--- src/rtl/aes_pipe_scheduler_if.sv ---
// Handshake between the scheduler, the input FIFO, the round pipeline and the output buffer.
interface aes_pipe_scheduler_if #(
   parameter int pTAG_WIDTH = 8
);
   logic                  in_valid;
   logic                  in_ready;
   logic                  issue_o;
   logic [pTAG_WIDTH-1:0] issue_tag_o;
   logic                  ret_valid_o;
   logic [pTAG_WIDTH-1:0] ret_tag_o;
   logic                  out_free_i;

   modport master (
      input  in_valid, out_free_i,
      output in_ready, issue_o, issue_tag_o, ret_valid_o, ret_tag_o
   );

   modport slave (
      output in_valid, out_free_i,
      input  in_ready, issue_o, issue_tag_o, ret_valid_o, ret_tag_o
   );
endinterface

--- src/rtl/aes_pipe_scheduler.sv ---
// Issue/retire controller for a pipelined AES core: paces block issue, tracks output credits,
// tags blocks through the round pipeline and sequences key-schedule reloads.
module aes_pipe_scheduler #(
   parameter int pSTAGES         = 11,
   parameter int pISSUE_INTERVAL = 2,
   parameter int pOUT_DEPTH      = 16,
   parameter int pCOUNT_WIDTH    = 16,
   parameter int pTAG_WIDTH      = 8
) (
   input  logic                         clk,
   input  logic                         reset_n,
   input  logic                         go,
   input  logic [pCOUNT_WIDTH-1:0]      count,
   input  logic                         abort,
   input  logic                         key_load,
   output logic                         ks_load_o,
   input  logic                         ks_done_i,
   aes_pipe_scheduler_if.master         bus,
   output logic                         busy_o,
   output logic                         done_o,
   output logic [1:0]                   state_o,
   output logic [$clog2(pSTAGES+2)-1:0] inflight_o,
   input  logic                         clear_errors,
   output logic [2:0]                   errors_o
);

   localparam int INF_W  = $clog2(pSTAGES + 2);
   localparam int CRED_W = $clog2(pOUT_DEPTH + 1);
   localparam int IVL_W  = $clog2(pISSUE_INTERVAL + 1);

   typedef enum logic [1:0] {
      IDLE  = 2'd0,
      KEY   = 2'd1,
      RUN   = 2'd2,
      DRAIN = 2'd3
   } state_t;

   state_t                  r_state;
   state_t                  w_state_nxt;
   logic [pCOUNT_WIDTH-1:0] r_remaining;
   logic [CRED_W-1:0]       r_credits;
   logic [pTAG_WIDTH-1:0]   r_tag;
   logic [IVL_W-1:0]        r_ivl_cnt;
   logic [INF_W-1:0]        r_inflight;
   logic                    r_key_pending;
   logic                    r_ks_load;
   logic                    r_done_zero;
   logic [2:0]              r_err;
   logic                    r_issue;
   logic [pTAG_WIDTH-1:0]   r_issue_tag;
   logic                    r_vld_sr [pSTAGES];
   logic [pTAG_WIDTH-1:0]   r_tag_sr [pSTAGES];

   logic w_pop;
   logic w_ret;
   logic w_start;
   logic w_free_ok;
   logic w_ovf;
   logic w_go_ign;
   logic w_key_ign;
   logic w_done_zero_nxt;
   logic w_drain_exit;

   always_comb begin
      w_state_nxt     = r_state;
      w_go_ign        = 1'b0;
      w_key_ign       = 1'b0;
      w_done_zero_nxt = 1'b0;
      w_start         = 1'b0;
      w_pop           = (r_state == RUN) && (r_remaining != '0) && bus.in_valid &&
                        (r_credits != '0) && (r_ivl_cnt == '0) && !abort;
      w_ret           = r_vld_sr[pSTAGES-1];
      w_drain_exit    = (r_state == DRAIN) && (r_inflight == '0);
      // A credit returned while the buffer already looks empty is an overflow, unless a pop consumes one
      w_free_ok       = bus.out_free_i && ((r_credits != CRED_W'(pOUT_DEPTH)) || w_pop);
      w_ovf           = bus.out_free_i && !w_free_ok;
      case (r_state)
         IDLE: begin
            if (key_load) begin
               w_state_nxt = KEY;
               w_go_ign    = go;
            end else if (go) begin
               if (count != '0) begin
                  w_state_nxt = RUN;
                  w_start     = 1'b1;
               end else begin
                  w_done_zero_nxt = 1'b1;
               end
            end
         end
         KEY: begin
            w_go_ign  = go;
            w_key_ign = key_load;
            if (ks_done_i) w_state_nxt = IDLE;
         end
         RUN: begin
            w_go_ign = go;
            if (abort || (r_remaining == '0)) w_state_nxt = DRAIN;
         end
         DRAIN: begin
            w_go_ign = go;
            if (r_inflight == '0) w_state_nxt = (r_key_pending || key_load) ? KEY : IDLE;
         end
         default: w_state_nxt = IDLE;
      endcase
   end

   always_ff @(posedge clk or negedge reset_n) begin
      if (!reset_n) begin
         r_state       <= IDLE;
         r_remaining   <= '0;
         r_credits     <= CRED_W'(pOUT_DEPTH);
         r_tag         <= '0;
         r_ivl_cnt     <= '0;
         r_inflight    <= '0;
         r_key_pending <= 1'b0;
         r_ks_load     <= 1'b0;
         r_done_zero   <= 1'b0;
         r_err         <= '0;
         r_issue       <= 1'b0;
         r_issue_tag   <= '0;
      end else begin
         r_state     <= w_state_nxt;
         r_ks_load   <= (r_state != KEY) && (w_state_nxt == KEY);
         r_done_zero <= w_done_zero_nxt;
         r_issue     <= w_pop;
         r_issue_tag <= r_tag;
         r_err       <= (clear_errors ? 3'b000 : r_err) | {w_key_ign, w_ovf, w_go_ign};

         if (w_start)    r_remaining <= count;
         else if (w_pop) r_remaining <= r_remaining - 1'b1;

         if (w_pop) r_tag <= r_tag + 1'b1;

         if (w_pop)                  r_ivl_cnt <= IVL_W'(pISSUE_INTERVAL - 1);
         else if (r_ivl_cnt != '0)   r_ivl_cnt <= r_ivl_cnt - 1'b1;

         case ({w_pop, w_free_ok})
            2'b10:   r_credits <= r_credits - 1'b1;
            2'b01:   r_credits <= r_credits + 1'b1;
            default: r_credits <= r_credits;
         endcase

         case ({w_pop, w_ret})
            2'b10:   r_inflight <= r_inflight + 1'b1;
            2'b01:   r_inflight <= r_inflight - 1'b1;
            default: r_inflight <= r_inflight;
         endcase

         if ((r_state != KEY) && (w_state_nxt == KEY))
            r_key_pending <= 1'b0;
         else if (key_load && ((r_state == RUN) || (r_state == DRAIN)))
            r_key_pending <= 1'b1;
      end
   end

   // Retire timing: issue strobe and tag travel pSTAGES cycles alongside the round pipeline
   always_ff @(posedge clk or negedge reset_n) begin
      if (!reset_n) begin
         for (int i = 0; i < pSTAGES; i++) begin
            r_vld_sr[i] <= 1'b0;
            r_tag_sr[i] <= '0;
         end
      end else begin
         r_vld_sr[0] <= r_issue;
         r_tag_sr[0] <= r_issue_tag;
         for (int i = 1; i < pSTAGES; i++) begin
            r_vld_sr[i] <= r_vld_sr[i-1];
            r_tag_sr[i] <= r_tag_sr[i-1];
         end
      end
   end

   assign bus.in_ready    = w_pop;
   assign bus.issue_o     = r_issue;
   assign bus.issue_tag_o = r_issue_tag;
   assign bus.ret_valid_o = r_vld_sr[pSTAGES-1];
   assign bus.ret_tag_o   = r_tag_sr[pSTAGES-1];
   assign ks_load_o       = r_ks_load;
   assign busy_o          = (r_state != IDLE);
   assign done_o          = r_done_zero | w_drain_exit;
   assign state_o         = r_state;
   assign inflight_o      = r_inflight;
   assign errors_o        = r_err;

endmodule

--- src/flat_wrapper.sv ---
// flat-port wrapper written by rule: the top's interface ports become plain ports
module aes_pipe_scheduler_flat 
#(
   parameter int pSTAGES         = 11,
   parameter int pISSUE_INTERVAL = 2,
   parameter int pOUT_DEPTH      = 16,
   parameter int pCOUNT_WIDTH    = 16,
   parameter int pTAG_WIDTH      = 8
)
  (clk, reset_n, go, count, abort, key_load, ks_load_o, ks_done_i, busy_o, done_o, state_o, inflight_o, clear_errors, errors_o, bus_in_valid, bus_out_free_i, bus_in_ready, bus_issue_o, bus_issue_tag_o, bus_ret_valid_o, bus_ret_tag_o);
  aes_pipe_scheduler_if #(.pTAG_WIDTH(pTAG_WIDTH)) bus_i ();
  input  logic clk;
  input  logic reset_n;
  input  logic go;
  input  logic [pCOUNT_WIDTH-1:0] count;
  input  logic abort;
  input  logic key_load;
  output logic ks_load_o;
  input  logic ks_done_i;
  output logic busy_o;
  output logic done_o;
  output logic [1:0] state_o;
  output logic [$clog2(pSTAGES+2)-1:0] inflight_o;
  input  logic clear_errors;
  output logic [2:0] errors_o;
  input wire logic [$bits(bus_i.in_valid)-1:0] bus_in_valid;
  input wire logic [$bits(bus_i.out_free_i)-1:0] bus_out_free_i;
  output wire logic [$bits(bus_i.in_ready)-1:0] bus_in_ready;
  output wire logic [$bits(bus_i.issue_o)-1:0] bus_issue_o;
  output wire logic [$bits(bus_i.issue_tag_o)-1:0] bus_issue_tag_o;
  output wire logic [$bits(bus_i.ret_valid_o)-1:0] bus_ret_valid_o;
  output wire logic [$bits(bus_i.ret_tag_o)-1:0] bus_ret_tag_o;
  assign bus_i.in_valid = bus_in_valid;
  assign bus_i.out_free_i = bus_out_free_i;
  assign bus_in_ready = bus_i.in_ready;
  assign bus_issue_o = bus_i.issue_o;
  assign bus_issue_tag_o = bus_i.issue_tag_o;
  assign bus_ret_valid_o = bus_i.ret_valid_o;
  assign bus_ret_tag_o = bus_i.ret_tag_o;
  aes_pipe_scheduler #(.pSTAGES(pSTAGES), .pISSUE_INTERVAL(pISSUE_INTERVAL), .pOUT_DEPTH(pOUT_DEPTH), .pCOUNT_WIDTH(pCOUNT_WIDTH), .pTAG_WIDTH(pTAG_WIDTH)) u_core (.clk(clk), .reset_n(reset_n), .go(go), .count(count), .abort(abort), .key_load(key_load), .ks_load_o(ks_load_o), .ks_done_i(ks_done_i), .bus(bus_i), .busy_o(busy_o), .done_o(done_o), .state_o(state_o), .inflight_o(inflight_o), .clear_errors(clear_errors), .errors_o(errors_o));
endmodule
--- config.mk ---
export PLATFORM = sky130hd
export DESIGN_NAME = aes_pipe_scheduler_flat
export DESIGN_NICKNAME = d
export VERILOG_FILES = /design/src/rtl/aes_pipe_scheduler_if.sv /design/src/rtl/aes_pipe_scheduler.sv /design/src/flat_wrapper.sv
export SDC_FILE = /design/constraint.sdc
export NUM_CORES = 1
export LEC_CHECK = 0
export ABC_AREA = 0
export ABC_CLOCK_PERIOD_IN_PS = 8500
export CORE_ASPECT_RATIO = 1.4
export CORE_UTILIZATION = 35
export CTS_BUF_LIST = sky130_fd_sc_hd__clkbuf_4
export DETAILED_ROUTE_END_ITERATION = 10
export GPL_ROUTABILITY_DRIVEN = 0
export SLEW_MARGIN = 20
export SYNTH_ARGS = -nofsm -noshare
export SYNTH_HDL_FRONTEND = slang
export SYNTH_SLANG_ARGS = --single-unit
--- constraint.sdc ---
create_clock -name clk -period 8.5 [get_ports clk]
set_input_delay 0.85 -clock clk [delete_from_list [all_inputs] [get_ports clk]]
set_output_delay 0.85 -clock clk [all_outputs]
set_load 0.01 [all_outputs]
==> flow_summary.yaml <==
status:
  status: "finished, final reports clean"
floorplanning:
  fp.coreArea_mm2: 0.0145
  chipHeight_um: 146
  ios: 56
  placementRows: 52
  fp.dieW_um: 105
  start_util: 0.358
  die_area_mm2: 0.0154
sta:
  fin_skew_ns: 0.0223
  finalSetupTns_ns: 0
  period_needed_ns: 3.84
  maxSlewHeadroom: 0.501
  whs_ns: 0.287
  fmax_ghz: 0.260
  tightest_slew_ns: 0.748
  slew_violations: 0
  finalHoldViolCount: 0
  setup_ws_ns: 4.66
  period_share: 0.452
  rsz0062_at_grt: "false"
  setup_viol: 0
yosys:
  synthAdderAreaFrac: 0.0318
  avgSynthCellArea_um2: 14.8
  async_reset_ff_frac: 1.00
  ys_warn_count: 0
  ys_seq_area_frac: 0.727
  ys_dominant_reg_cell: "dfrtp_1"
  ys_seq_elements: 151
  synth.lib_cells_used.distinct: 52
  syn_area_mm2: 0.00520
  synth_mux_area_frac: 0.0118
  synth-xor-area-share: 0.0337
  synth_top_family_by_area: "simple AND/OR/NAND/NOR gates"
  synthesis.nets: 389
  synth_edf_count: 0
  syn_inst: 352
  synth-compound-area-share: 0.0683
  synthSimpleGateAreaFrac: 0.0888
cts:
  clk_pin_slew_ns: 0.13
  cts_root_buf: "clkbuf_4"
  clk_latency_ns: 0.53
  clockBufferDepth: 2
  hold_buffers: 0
  cts-resized-gates: 0
  postCtsSetupRepairBufs: 0
  htree_levels: 4
  numCtsBuffers: 17
  clock_sinks: 151
  cts_tree: "built"
pwr:
  p_seq_frac: 0.548
  clkPwrFrac: 0.242
  p_switching_mw: 0.514
  p_int_mw: 1.16
  leakagePower_nw: 2.87
  p_comb_frac: 0.210
  ir_drop_mv: 0.112
  switching_share: 0.307
  p_per_area_mw_per_mm2: 274
critical_path:
  cp.required_ns: 7.65
  crit_slowest_cell: "clkdlybuf4s50_1"
  arrival_ns: 2.99
  worstSetupStartpointType: "input pin"
  crit_buf_inv: 3
  endpoint_kind: "output pin"
  cpPeakStageDelay_ns: 0.60
  cp_max_fo: 23
  crit_type: "input pin to output pin"
  cp_cell_sequence: "clkdlybuf4s50_1, nor3b_2, o2111ai_4, a21o_4, inv_2, clkdlybuf4s50_1"
  cp_top_family: "buffers and inverters"
  crit_top_cell: "clkdlybuf4s50_1"
drt:
  ant_nets: 0
  drt-vias-per-instance: 4.68
  drc: 0
  vias: 2869
  drt_first_pass_iters: 4
  drtIter0Drc: 104
  wl_per_cell_um: 14.0
  wl_um: 8600
finish:
  layout_common_cells: "dfrtp_1 (150), clkdlybuf4s50_1 (54), nand2_1 (23)"
  multi_input_area_mm2: 0.00122
  seq_area_mm2: 0.00378
  nNetsFinal: 447
  drive_above_1_share: 0.104
  instances_no_fill: 613
  area_growth_pct: 17.6
  final_common_cell: "dfrtp_1"
  num-fill-cells: 1359
place:
  hpwlAfterDp_um: 5660
  post-place-cells: 580
  place_ws_ns: 4.35
  port_buffers: 55
grt:
  grt_max_degree: 88
  grt_pass1_wl_um: 14300
  grt_pass1_vias: 2974
  grt-ovfl-total: 0
  antenna_found_initial: 1
  track_usage: 0.123
worst_hold_path:
  hold_class: "input pin to asynchronous set/reset pin"
flow_run:
  cap_viol_max_count: 0
==> synth_stat cells (2+ instances only) <==
library cell  count  share of area
nor3b_1           2         0.0029
buf_12            2         0.0077
ha_1             10          0.024
a21o_1            2         0.0029
xor2_1            6          0.010
clkbuf_1          3         0.0022
nor2b_1           4         0.0048
inv_1            12         0.0087
mux2i_1           5         0.0096
nor4_1           10          0.012
and3_1            4         0.0048
nand2_1          23          0.017
a21oi_1           8         0.0077
a31oi_1           3         0.0036
nor3_1            5         0.0048
fa_1              2         0.0077
a22o_1            2         0.0034
or3_1             5         0.0060
o22ai_1           2         0.0024
nand2b_1          2         0.0024
buf_6             2         0.0043
a221o_1           8          0.015
o21ai_0          10         0.0096
buf_4             8          0.012
xnor2_1          14          0.024
nor2_1           18          0.013
dfrtp_1         150           0.72
nand4_1           6         0.0072
==> logic make-up after synthesis <==
kind of cell               count (synthesis)
buffers and inverters                     30
muxes                                      6
xor gates and xnor gates                  20
and+or+nand+nor                           87
AOI/OAI and AO/OA                         46
adders and majority gates                 12
DFF                                      151
==> worst paths after layout <==
check | slack, ns | start | depth (start not counted) | end
max in group asynchronous | 7.02 | reset_n | 2 | u_core.r_tag_sr[65]
min reg2reg | 0.34 | u_core.r_tag_sr[50] | 0 | u_core.r_tag_sr[42]
max reg2reg | 4.90 | u_core.r_credits[1] | 14 | u_core.r_credits[4]
max | 4.66 | abort | 6 | bus_in_ready
min in group clk | 0.34 | u_core.r_tag_sr[50] | 0 | u_core.r_tag_sr[42]
min | 0.29 | reset_n | 1 | u_core.errors_o[2]
==> state kept, by name (all words and copies together), names as in the netlist, 2 cells and up <==
register / flops
u_core.r_vld_sr: 10
u_core.bus.ret_tag_o: 8
u_core.state_o: 2
u_core.r_remaining: 16
u_core.bus.issue_tag_o: 8
u_core.r_tag: 8
u_core.inflight_o: 4
u_core.r_credits: 5
u_core.r_tag_sr: 80
u_core.errors_o: 3
u_core.r_ivl_cnt: 2
==> cell type report <==
type | count | area share
inverters | 13 | 0.00798
repair buffers | 56 | 0.0921
clock inverters | 13 | 0.0199
diodes | 1 | 0.000409
clock buffers | 19 | 0.0233
multi-input cells | 171 | 0.199
flip-flops and latches | 151 | 0.618
well taps | 189 | 0.0387
==> per-stage QoR <==
step	area (µm²)	total power [mW]	util
CTS	6110	1.70	0.421
finish	6110	1.68	0.421
detailed placement	5840	1.29	0.403
floorplan	5200	1.15	-
global route	6110	1.79	0.421
global placement	5840	1.27	0.403
==> routing by layer <==
layer,up-vias,share of wire,track usage
met4,0,0.029,0.0697
met5,-,0,0
met1,1465,0.41,0.138
met2,58,0.52,0.206
li1,1331,-,-
met3,15,0.034,0.0379
==> power by group through the flow <==
stage	registers [mW]	logic, mW	clock network, mW
after global routing	0.936	0.394	0.456
after CTS	0.918	0.358	0.425
after floorplan	0.918	0.228	0
after detailed placement	0.932	0.356	0
after global placement	0.927	0.343	0
final	0.918	0.352	0.406
Power figures use the tool's default switching activity.
